[src/rtl/alu_iterative.sv]
`default_nettype none
// ============================================================================
// Module   : alu_iterative
// Brief    : Execute-stage ALU with valid/ready handshakes; single-cycle
//            logic/arith/compare ops, shifts iterate one bit per clock.
// Revision : 1.0 - initial release
// ============================================================================
module alu_iterative #(
    parameter int XLEN    = 32,
    parameter int SHAMT_W = 5
) (
    input  logic              clk,
    input  logic              rst_n,
    input  logic              in_valid,
    output logic              in_ready,
    input  logic [3:0]        ALUControl,
    input  logic [XLEN-1:0]   SrcA,
    input  logic [XLEN-1:0]   SrcB,
    output logic              out_valid,
    input  logic              out_ready,
    output logic [XLEN-1:0]   ALUResult,
    output logic              Zero,
    output logic              busy
);

    localparam logic [3:0] c_ALU_NONE           = 4'b0000;
    localparam logic [3:0] c_ALU_SHIFTL         = 4'b0001;
    localparam logic [3:0] c_ALU_ADD            = 4'b0010;
    localparam logic [3:0] c_ALU_SUB            = 4'b0011;
    localparam logic [3:0] c_ALU_LESS_THAN      = 4'b0100;
    localparam logic [3:0] c_ALU_LESS_THAN_SIGNED = 4'b0101;
    localparam logic [3:0] c_ALU_SHIFTR         = 4'b0110;
    localparam logic [3:0] c_ALU_SHIFTR_ARITH   = 4'b0111;
    localparam logic [3:0] c_ALU_OR             = 4'b1000;
    localparam logic [3:0] c_ALU_AND            = 4'b1001;
    localparam logic [3:0] c_ALU_XOR            = 4'b1010;

    localparam logic [1:0] c_S_IDLE  = 2'd0;
    localparam logic [1:0] c_S_SHIFT = 2'd1;
    localparam logic [1:0] c_S_DONE  = 2'd2;

    localparam logic [SHAMT_W-1:0] c_CNT_ONE = {{(SHAMT_W-1){1'b0}}, 1'b1};

    logic [1:0]         r_state;
    logic [3:0]         r_ctrl;
    logic [XLEN-1:0]    r_work;
    logic [SHAMT_W-1:0] r_cnt;
    logic [XLEN-1:0]    r_result;
    logic               r_zero;

    logic [SHAMT_W-1:0] w_shamt;
    logic               w_is_shift;
    logic [XLEN-1:0]    w_comb_res;
    logic [XLEN-1:0]    w_step;

    assign w_shamt    = SrcB[SHAMT_W-1:0];
    assign w_is_shift = (ALUControl == c_ALU_SHIFTL) ||
                        (ALUControl == c_ALU_SHIFTR) ||
                        (ALUControl == c_ALU_SHIFTR_ARITH);

    // Result for everything finishing on the accept edge; a zero-amount
    // shift simply passes operand A through.
    always_comb begin
        w_comb_res = '0;
        case (ALUControl)
            c_ALU_ADD:               w_comb_res = SrcA + SrcB;
            c_ALU_SUB:               w_comb_res = SrcA - SrcB;
            c_ALU_XOR:               w_comb_res = SrcA ^ SrcB;
            c_ALU_OR:                w_comb_res = SrcA | SrcB;
            c_ALU_AND:               w_comb_res = SrcA & SrcB;
            c_ALU_LESS_THAN_SIGNED:  w_comb_res = {{(XLEN-1){1'b0}}, ($signed(SrcA) < $signed(SrcB))};
            c_ALU_LESS_THAN:         w_comb_res = {{(XLEN-1){1'b0}}, (SrcA < SrcB)};
            c_ALU_SHIFTL,
            c_ALU_SHIFTR,
            c_ALU_SHIFTR_ARITH:      w_comb_res = SrcA;
            default:                 w_comb_res = '0;
        endcase
    end

    always_comb begin
        w_step = r_work;
        case (r_ctrl)
            c_ALU_SHIFTL:       w_step = {r_work[XLEN-2:0], 1'b0};
            c_ALU_SHIFTR:       w_step = {1'b0, r_work[XLEN-1:1]};
            c_ALU_SHIFTR_ARITH: w_step = {r_work[XLEN-1], r_work[XLEN-1:1]};
            default:            w_step = r_work;
        endcase
    end

    always_ff @(posedge clk) begin
        if (!rst_n) begin
            r_state  <= c_S_IDLE;
            r_ctrl   <= c_ALU_NONE;
            r_work   <= '0;
            r_cnt    <= '0;
            r_result <= '0;
            r_zero   <= 1'b0;
        end else begin
            case (r_state)
                c_S_IDLE: begin
                    if (in_valid) begin
                        r_ctrl <= ALUControl;
                        if (w_is_shift && (w_shamt != '0)) begin
                            r_work  <= SrcA;
                            r_cnt   <= w_shamt;
                            r_state <= c_S_SHIFT;
                        end else begin
                            r_result <= w_comb_res;
                            r_zero   <= (w_comb_res == '0);
                            r_state  <= c_S_DONE;
                        end
                    end
                end
                c_S_SHIFT: begin
                    if (r_cnt == c_CNT_ONE) begin
                        r_result <= w_step;
                        r_zero   <= (w_step == '0);
                        r_cnt    <= '0;
                        r_state  <= c_S_DONE;
                    end else begin
                        r_work <= w_step;
                        r_cnt  <= r_cnt - c_CNT_ONE;
                    end
                end
                c_S_DONE: begin
                    if (out_ready) begin
                        r_state <= c_S_IDLE;
                    end
                end
                default: r_state <= c_S_IDLE;
            endcase
        end
    end

    assign in_ready  = rst_n && (r_state == c_S_IDLE);
    assign out_valid = (r_state == c_S_DONE);
    assign busy      = (r_state != c_S_IDLE);
    assign ALUResult = r_result;
    assign Zero      = r_zero;

endmodule
`default_nettype wire

[config.mk]
export PLATFORM = sky130hd
export DESIGN_NAME = alu_iterative
export DESIGN_NICKNAME = d
export VERILOG_FILES = /design/src/rtl/alu_iterative.sv
export SDC_FILE = /design/constraint.sdc
export NUM_CORES = 1
export LEC_CHECK = 0
export ABC_AREA = 1
export CAP_MARGIN = 5
export CORE_UTILIZATION = 54
export CTS_CLUSTER_SIZE = 28
export DETAILED_ROUTE_END_ITERATION = 8
export PLACE_DENSITY_LB_ADDON = 0.3
export SKIP_LAST_GASP = 1
export SLEW_MARGIN = 40
export SYNTH_ARGS = -nofsm -noshare
export SYNTH_HDL_FRONTEND = slang
export SYNTH_SLANG_ARGS = --single-unit
[constraint.sdc]
create_clock -name clk -period 2.66 [get_ports clk]
set_input_delay 0.532 -clock clk [delete_from_list [all_inputs] [get_ports clk]]
set_output_delay 0.532 -clock clk [all_outputs]
set_load 0.1 [all_outputs]
==> impl_metrics.yaml, run 1 <==
synthesis:
  synth_top_cell_by_area: "nand2_1"
  synthCells: 1973
  syn-cell-area_sq_um: 11000
  synth_top_cell_area_share_pct: 17.1
  avgSynthCellArea_sq_um: 5.57
  ys_ff_latch: 76
  mappedNetlistNets: 2162
  yosysUniqueCellTypes: 43
  yosysSeqAreaShare_pct: 13.8
  ys_top_cells_by_area: "nand2_1, dfxtp_1, ha_1"
  ys_warn_count: 0
global_routing:
  grt_max_degree: 69
  overflow: 4
  globalRouteTotalUtil_pct: 64.2
placement:
  port_buffers: 107
  dpl-instance-area_sq_um: 14600
  routabilityCongestion: 1.05
  post-place-ws_ns: -0.878
  dp_hpwl_um: 39200
  dpl.cell_count: 2614
die:
  die_h_um: 145
  start_util_pct: 55.7
  num_rows: 51
  die_w_um: 145
  io_pins: 108
timing:
  worst_endpoint_kind: "register input"
  repair-timing-grt-worst-ep: "Zero$_SDFFE_PN0P_/D"
clock_network:
  cts_root_buf: "clkbuf_16"
  cts_buffers: 9
  holdBufCountCts: 0
  cts_buffer_depth: 2
  htreeDepth: 3
  cts_sinks: 76
outcome:
  stop_stage: "5_1_grt"
  outcome: "aborted with a tool error"
  error: "[ERROR GRT-0232] Routing congestion too high. Check the congestion heatmap in the GUI."
-- metrics by stage --
stage / setup TNS (ns) / hold WS [ns]
after floorplan: 0 / 0.467
after global placement: -16.13 / 0.454
after detailed placement: -20.87 / 0.460
after CTS: 0 / 0.469
-- logic make-up after synthesis --
group	share of synthesized area (%)
AOI/OAI and AO/OA	19.3
xor gates and xnor gates	0.0797
DFF	13.8
buffers and inverters	16.9
and+or+nand+nor	36.4
adders and majority gates	13.5
-- repair_timing --
item                       in CTS
buffers inserted               21
gates resized for setup       410
setup endpoints to repair      26
pin swaps                      98
-- per-layer routing --
| layer | GRT usage (%) | overflow |
|---|---|---|
| met1 | 67.9 | 0 |
| met2 | 86.2 | 2 |
| met3 | 39.4 | 0 |
| met4 | 59.7 | 2 |
| met5 | 9.27 | 0 |
-- synth_stat cells --
| cell type | instances |
|---|---|
| nand2_1 | 501 |
| inv_1 | 365 |
| nor2_1 | 248 |
| nand3_1 | 141 |
| a21oi_1 | 140 |
| ha_1 | 115 |
| o21ai_0 | 89 |
| dfxtp_1 | 76 |
| o22ai_1 | 66 |
| a221oi_1 | 35 |
| clkbuf_1 | 33 |
| nand4_1 | 26 |
| a31oi_1 | 17 |
| buf_2 | 16 |
| buf_6 | 14 |
| nor3_1 | 11 |
| buf_4 | 9 |
| nor2_2 | 9 |
| nand2_2 | 6 |
| inv_2 | 5 |
| o21bai_1 | 5 |
| a211oi_1 | 4 |
| and2_1 | 4 |
| buf_1 | 4 |
| a22oi_1 | 3 |
| nand2_4 | 3 |
| nand3b_1 | 3 |
| o21ai_1 | 3 |
| a21oi_2 | 2 |
| clkbuf_2 | 2 |
| fa_1 | 2 |
| nand3_2 | 2 |
| nor2_4 | 2 |
| o211ai_1 | 2 |
| or2_2 | 2 |
| and3_1 | 1 |
| and3_2 | 1 |
| clkbuf_8 | 1 |
| nor3_2 | 1 |
| nor3b_1 | 1 |
| nor4_1 | 1 |
| o21a_1 | 1 |
| xnor2_1 | 1 |
==> run 2: changes to the inputs <==
- CORE_UTILIZATION: 54 -> 40
- CTS_CLUSTER_SIZE: 28 -> unset
- PLACE_DENSITY_LB_ADDON: 0.3 -> 0.15
- clock period: 2.66 -> 3.45 ns (I/O delays scaled with it)
==> run 2 against run 1 <==
  * The run now ends clean
  * Synthesized area did not move
  * Synthesized cell count did not move
==> impl_metrics.yaml, run 2 <==
outcome:
  outcome: "complete, no violations"
die:
  die_w_um: 168
  die_area_sq_um: 28100
  start_util_pct: 40.8
  core_region_area_sq_um: 27000
  io_pins: 108
  num_rows: 60
  die_h_um: 168
layout:
  nets: 2473
  layout_commonest_cell: "nand2_1"
  diodes: 0
  area_growth_pct: 32.0
  layout_common_cells: "nand2_1, inv_1, buf_4, nor2_1, a21oi_1"
  drive_above_1_share_pct: 17.7
timing:
  period_minus_slack_ns: 3.21
  clock_skew_ns: 0.00484
  hold-worst-slack_ns: 0.468
  setup_viol: 0
  tightest_slew_ns: 0.621
  final_hold_viol_count: 0
  slew_violations: 0
  relSlewSlack_pct: 58.2
  timing.fmax_mhz: 312
  fin_tns_setup_ns: 0
  min_period_over_period_pct: 93.0
detailed_routing:
  drc: 0
  routed_via_density: 5.34
  vias: 14100
  drtPass1Iterations: 6
  wirelength_um: 49000
  drtIter0Drc: 1279
  routedWlPerCell_um: 18.6
  drtAntennaViolNets: 0
synthesis:
  yosysSeqAreaShare_pct: 13.8
  ys_top_cells_by_area: "nand2_1, dfxtp_1, ha_1"
  avgSynthCellArea_sq_um: 5.57
  synth_top_cell_area_share_pct: 17.1
  mappedNetlistNets: 2162
  synthArstFlopShare_pct: 0
  syn-cell-area_sq_um: 11000
  ys_warn_count: 0
  yosysUniqueCellTypes: 43
  synth_top_cell_by_area: "nand2_1"
  synth_commonest_cells: "nand2_1, inv_1, nor2_1, nand3_1, a21oi_1"
  synth_edf_count: 0
  ys_ff_latch: 76
  synth.most_common_cell: "nand2_1"
  synthFlopType: "dfxtp_1"
  synthCells: 1973
placement:
  port_buffers: 107
  dp_hpwl_um: 40000
  routabilityCongestion: 1.00
pwr:
  ir_drop_v: 0.000221
  p_leak_nw: 7.70
  netSwitchingFraction_pct: 46.3
  switching_power_mw: 2.13
  pwr_density_cell_nw_per_um2: 317
  finalPower_mw: 4.60
  seqPwrFrac_pct: 22.5
  pwr-share-comb_pct: 55.3
  power.internal_mw: 2.47
  clockPowerShare_pct: 22.2
global_routing:
  antenna_found_initial: 0
  grt_pass1_vias: 13200
  grt_pass1_wl_um: 74800
  globalRouteTotalUtil_pct: 34.8
  overflow: 0
  grt_max_degree: 66
worst_setup_path:
  crit_path_max_incr_delay_ns: 0.48
  path_cells: "clkdlybuf4s50_1 > inv_1 > ha_1 > buf_4 > inv_1 > a21oi_1 > o21ai_0 > inv_1 > nand2_1 > a21oi_1 > nand3_1 > nand3_1 > nand3_1 > nor2_1 > nand3_1 > nor2_1 > nor2_1 > nor2_1"
  cp-end-kind: "flop"
  cp_slowest_cell: "clkdlybuf4s50_1"
  crit_arrival_ns: 3.49
  worstSetupPathType: "in2reg"
  cp-start-kind: "primary input"
  critical_path.max_fanout: 6
  cp.required_ns: 3.73
clock_network:
  cts_sinks: 76
  holdBufCountCts: 0
  cts_root_buf: "clkbuf_16"
  clkTransAtPathRegs_ns: 0.06
  clkLatencyLatePin_ns: 0.34
  cts_buffer_depth: 2
  htreeDepth: 3
  tritoncts: "yes"
  cts_buffers: 9
min_path:
  hold_path.class: "reg2reg"
flow_run:
  maxCapViolations: 0
run 2: cell counts after synthesis:
Identical to the previous run, type by type.
run 2: power groups by stage:
stage	Clock [mW]	Combinational [mW]	Sequential, mW
3_5_place_dp	0	2.46	1.05
3_3_place_gp	0	2.48	1.05
6_report	1.02	2.54	1.03
2_1_floorplan	0	1.14	1.39
4_1_cts	1.03	2.47	1.03
5_1_grt	1.07	2.74	1.04
run 2: critical path, delay by kind of cell:
kind	cells	cell delay [ns]
buffers and inverters	5	0.91
AND/OR/NAND/NOR	9	0.90
AO/OA/AOI/OAI	3	0.62
adder cells (fa/ha/maj)	1	0.37
run 2: cell type report:
cell class / count / area, sq um
repair buffers: 379 / 3070
clock buffers: 10 / 229
multi-input cells: 1448 / 7780
inverters: 370 / 1390
well taps: 341 / 427
fillers: 2892 / 12500
flip-flops and latches: 76 / 1520
clock inverters: 6 / 86.3
run 2: path summary, 6_finish.rpt:
| kind | from | end | slack (ns) | cells past startpoint |
|---|---|---|---|---|
| min reg2reg | ALUResult[25] | ALUResult[25] | 0.47 | 2 |
| max reg2reg | r_ctrl[0] | Zero | 1.05 | 10 |
| min | ALUResult[25] | ALUResult[25] | 0.47 | 2 |
| max | SrcA[19] | Zero | 0.24 | 18 |
run 2: metal layers:
metal / global-route usage, % / share of wire (%) / up-vias
li1: - / - / 6925
met1: 44.1 / 43 / 6394
met2: 58.6 / 45 / 625
met3: 4.42 / 6.8 / 110
met4: 15.8 / 5.3 / 0
met5: 0 / 0 / -
run 2: through the flow:
stage	util (%)	setup slack, ns	instance area [sq um]	cells
finish	53.8	0.243	14500	2630
CTS	53.2	0.167	14300	2629
global placement	52.4	-0.171	14100	2613
floorplan	-	0.252	11000	1973
global route	53.8	-0.00334	14500	2630
detailed placement	52.0	-0.177	14000	2613
run 2: what timing repair did:
action,CTS,global route
endpoints found under the setup margin,0,5
resized for setup,0,53
buffers inserted,0,1
run 2: cell families after synthesis:
| logic type | synth area share [%] |
|---|---|
| simple gates | 36.4 |
| xor+xnor | 0.0797 |
| fa+ha+maj | 13.5 |
| flops | 13.8 |
| buf+inv | 16.9 |
| compound gates | 19.3 |
No activity file was read; power rests on OpenSTA's default activity.
==> run 3: changes to the inputs <==
- CORE_MARGIN: unset -> 3
==> run 3 against run 2 <==
  * Clock skew is 0.0032 ns higher
  * Total power is 1.3% lower
  * Fmax is 4.7% lower
  * Die area is 4.8% higher
  * Utilization is 0.39 points lower
  * Sequential power hardly changed
  * Clock power is 5% lower
  * Wire length is 0.19% higher
  * Register-to-register slack hardly changed
  * Via count is 0.18% higher
  * First-iteration DRC count is 7.7% higher
  * Flip-flop and latch count stayed put
  * Highest routed layer unchanged
==> impl_metrics.yaml, run 3 (synthesis results as in run 2) <==
worst_setup_path:
  worstSetupPathType: "in2reg"
  cp-end-kind: "flop"
  critical_path.max_fanout: 4
  r2r_cells: 10
  crit_arrival_ns: 3.55
  cp-start-kind: "primary input"
  cp.required_ns: 3.64
timing:
  tightest_slew_ns: 0.632
  setup_viol: 0
  clock_skew_ns: 0.00805
  slew_violations: 0
  relSlewSlack_pct: 57.4
  hold-worst-slack_ns: 0.461
  period_minus_slack_ns: 3.36
  min_period_over_period_pct: 97.5
  timing.fmax_mhz: 297
  final_hold_viol_count: 0
clock_network:
  tritoncts: "yes"
  htreeDepth: 3
  cts_buffer_depth: 2
  cts_buffers: 9
  post_cts_buffers: 0
  clkLatencyLatePin_ns: 0.34
  clkTransAtPathRegs_ns: 0.06
  cts_root_buf: "clkbuf_16"
  holdBufCountCts: 0
  cts_sinks: 76
detailed_routing:
  routed_via_density: 5.36
  wirelength_um: 49100
  drtAntennaViolNets: 0
  routedWlPerCell_um: 18.7
  drtIter0Drc: 1377
  vias: 14100
  drtPass1Iterations: 7
  drc: 0
pwr:
  pwr_density_cell_nw_per_um2: 315
  clockPowerShare_pct: 21.5
  netSwitchingFraction_pct: 47.0
  p_leak_nw: 7.68
  seqPwrFrac_pct: 22.8
  switching_power_mw: 2.13
  ir_drop_v: 0.000302
  power.internal_mw: 2.40
  pwr-share-comb_pct: 55.7
layout:
  fillCellCount: 2903
  drive_above_1_share_pct: 17.0
  area_growth_pct: 31.0
  nets: 2468
  layout_common_cells: "nand2_1, inv_1, buf_4, nor2_1, a21oi_1"
  layout_commonest_cell: "nand2_1"
  diodes: 0
  utilization_pct: 53.4
die:
  die_w_um: 172
  num_rows: 60
  die_h_um: 172
  core_region_area_sq_um: 27000
  io_pins: 108
  start_util_pct: 40.8
  die_area_sq_um: 29500
global_routing:
  grt_max_degree: 77
  overflow: 0
  grt_pass1_wl_um: 73400
  globalRouteTotalUtil_pct: 32.4
  antenna_found_initial: 0
  grt_pass1_vias: 12900
placement:
  routabilityCongestion: 1.03
  port_buffers: 107
  dp_hpwl_um: 40600
min_path:
  min_path_cells: 2
  hold_path.class: "reg2reg"
flow_run:
  maxCapViolations: 0
outcome:
  outcome: "complete, no violations"
[run 3: final timing paths]
check | to | start | slack (ns)
max reg2reg | Zero | r_ctrl[0] | 1.04
min | ALUResult[17] | ALUResult[17] | 0.46
max | ALUResult[29] | SrcB[20] | 0.09
min reg2reg | ALUResult[17] | ALUResult[17] | 0.46
[run 3: power groups by stage]
stage / clock [mW] / sequential [mW] / combinational (mW)
4_1_cts: 0.978 / 1.03 / 2.47
3_5_place_dp: 0 / 1.05 / 2.46
5_1_grt: 1.02 / 1.04 / 2.73
3_3_place_gp: 0 / 1.05 / 2.48
2_1_floorplan: 0 / 1.39 / 1.14
6_report: 0.974 / 1.03 / 2.53
[run 3: worst max-delay path, stage by stage]
cell	delay, ns
clkdlybuf4s50_1	0.49
inv_1	0.10
ha_1	0.38
buf_4	0.20
o21ai_0	0.28
inv_1	0.08
nand2_1	0.10
inv_1	0.06
nand2_1	0.09
a21oi_1	0.09
a21oi_1	0.13
nor2_1	0.07
buf_4	0.13
o21ai_0	0.51
a31oi_1	0.15
[run 3: final cells by class]
class	instances	area, sq um	share of cell area (%)
multi-input combinational	1448	7720	53.6
timing repair buffer	374	3040	21.1
sequential	76	1520	10.6
inverter	370	1390	9.65
tap	341	427	2.96
clock buffer	10	239	1.66
clock inverter	6	61.3	0.426
[run 3: metrics by stage]
stage,setup TNS [ns],setup WS (ns),total power [mW],cell area (sq um),cells
after floorplan,0,0.252,2.53,11000,1973
after global placement,-1.42,-0.336,3.53,14100,2609
after detailed placement,-1.78,-0.352,3.51,14000,2609
after CTS,0,0.0412,4.48,14300,2625
after global routing,-0.0318,-0.0200,4.79,14400,2625
final,0,0.0867,4.53,14400,2625
[run 3: layer usage]
layer / routed length (um) / up-vias / GRT usage, % / part of all wire, %
met2: 22300 / 622 / 53.0 / 45
met4: 2570 / 0 / 14.0 / 5.2
li1: - / 6910 / - / -
met3: 3340 / 125 / 4.23 / 6.8
met1: 20900 / 6422 / 42.7 / 43
met5: 0 / - / 0 / 0
[run 3: repair_timing]
action / in CTS / in global routing
endpoints found under the setup margin: 1 / 6
gates resized for setup: 1 / 35
pin swaps: 0 / 2
==> run 4: changes to the inputs <==
- CORE_UTILIZATION: 40 -> 45
==> run 4 against run 3 <==
  * Global-route usage grew 3.9 points
  * Clock-buffer cell count shrank 1
  * Wire length shrank 0.79%
  * Critical endpoint is now Zero
  * Highest routed layer unchanged
  * Register-to-register slack lost 0.13 ns
  * Flip-flop and latch count is the same
==> impl_metrics.yaml, run 4 (synthesis results as in run 2) <==
pwr:
  ir_drop_v: 0.000300
  seqPwrFrac_pct: 23.0
  pwr_density_cell_nw_per_um2: 311
  switching_power_mw: 2.10
  power.internal_mw: 2.37
  netSwitchingFraction_pct: 46.9
  pwr-share-comb_pct: 56.1
  clockPowerShare_pct: 20.8
  finalPower_mw: 4.48
  p_leak_nw: 7.72
layout:
  fillCellCount: 2436
  nets: 2483
  utilization_pct: 60.5
  diodes: 0
  area_growth_pct: 30.9
  final-seq-area_sq_um: 1520
  layout_commonest_cell: "nand2_1"
  drive_above_1_share_pct: 16.4
  multi_input_area_sq_um: 7630
  layout_common_cells: "nand2_1, inv_1, buf_4, nor2_1, nand3_1"
die:
  io_pins: 108
  core_region_area_sq_um: 23800
  start_util_pct: 46.2
  die_area_sq_um: 26300
  die_h_um: 162
  num_rows: 56
  die_w_um: 162
clock_network:
  cts_buffers: 9
  clkLatencyLatePin_ns: 0.34
  cts_root_buf: "clkbuf_16"
  holdBufCountCts: 0
  htreeDepth: 3
  cts_sinks: 76
  clkTransAtPathRegs_ns: 0.06
  tritoncts: "yes"
  cts_buffer_depth: 2
global_routing:
  globalRouteTotalUtil_pct: 36.2
  grt_pass1_wl_um: 74200
  grt_pass1_vias: 13200
  antenna_found_initial: 0
  grt_max_degree: 78
  overflow: 0
worst_setup_path:
  reg2reg_slack_ns: 0.91
  worstSetupPathType: "in2reg"
  critical_path.max_fanout: 5
  cp-start-kind: "primary input"
  cp.required_ns: 3.72
  cp-end-kind: "flop"
  crit_arrival_ns: 3.63
detailed_routing:
  drc: 0
  routedWlPerCell_um: 18.6
  drtPass1Iterations: 6
  drtAntennaViolNets: 0
  vias: 14200
  wirelength_um: 48700
  drtIter0Drc: 1588
  routed_via_density: 5.43
outcome:
  outcome: "complete, no violations"
timing:
  min_period_over_period_pct: 97.4
  clock_skew_ns: 0.00863
  slew_violations: 0
  timing.fmax_mhz: 297
  rsz0062_at_grt: "true"
  tightest_slew_ns: 0.648
  setup_ws_ns: 0.0883
  period_minus_slack_ns: 3.36
  relSlewSlack_pct: 56.8
  final_hold_viol_count: 0
  setup_viol: 0
placement:
  routabilityCongestion: 1.06
  dp_hpwl_um: 40200
  port_buffers: 107
  post-place-ws_ns: -0.309
flow_run:
  maxCapViolations: 0
min_path:
  hold_path.class: "reg2reg"
[run 4: changes by cell type in the layout (fill, tap and decap cells not counted), sizes merged]
cell,change
buf,+15
clkinvlp,+2
clkbuf,-1
inv,-1
[run 4: through the flow]
step	TNS (ns)	cells	hold slack, ns	cell area [sq um]
6_report	0	2618	0.464	14400
5_1_grt	-0.120	2618	0.484	14400
3_3_place_gp	-1.41	2602	0.455	14200
4_1_cts	0	2618	0.462	14400
2_1_floorplan	0	1973	0.467	11000
3_5_place_dp	-1.56	2602	0.453	14100
[run 4: what timing repair did]
action | 4_1_cts | 5_1_grt
gates resized for setup | 0 | 11
endpoints found under the setup margin | 0 | 11
buffers inserted | 0 | 0
[run 4: critical path, cell delays in order]
cell	delay [ns]
clkdlybuf4s50_1	0.55
inv_1	0.08
ha_1	0.42
nand2_1	0.14
nor2_1	0.16
buf_4	0.12
nand2_1	0.11
inv_1	0.08
nand2_1	0.07
nand2_1	0.15
nand2_1	0.07
nand3_1	0.07
nand3_1	0.21
nor2_1	0.16
nand3_1	0.08
nor2_1	0.13
nand3_1	0.11
nor2_1	0.11
nor2_1	0.04
nor2_1	0.07
[run 4: power by group through the flow]
stage               logic, mW  registers [mW]  clock network (mW)
global route             2.70            1.04               0.984
floorplan                1.14            1.39                   0
global placement         2.48            1.05                   0
CTS                      2.47            1.03               0.942
finish                   2.51            1.03               0.932
detailed placement       2.45            1.05                   0
[run 4: final cells by class]
cell class / count / area share, %
clock inverters: 7 / 0.470
repair buffers: 389 / 21.9
multi-input cells: 1448 / 53.1
clock buffers: 9 / 1.57
flip-flops and latches: 76 / 10.6
well taps: 319 / 2.78
inverters: 370 / 9.66
[run 4: path summary, 6_finish.rpt]
kind,endpoint,cells after the start,start
worst max register to register,Zero,10,r_ctrl[0]
worst min-delay path,ALUResult[16],2,ALUResult[16]
worst max-delay path,Zero,20,SrcB[12]
worst min register to register,ALUResult[16],2,ALUResult[16]
[run 4: routing by layer]
layer  part of all wire, %  vias up  global-route usage, %  routed length (um)
met3                   7.7      121                   4.23                3740
li1                      -     6938                      -                   -
met4                   5.3        0                   16.0                2580
met1                    41     6465                   46.7               20200
met5                     0        -                      0                   0
met2                    46      694                   60.8               22200
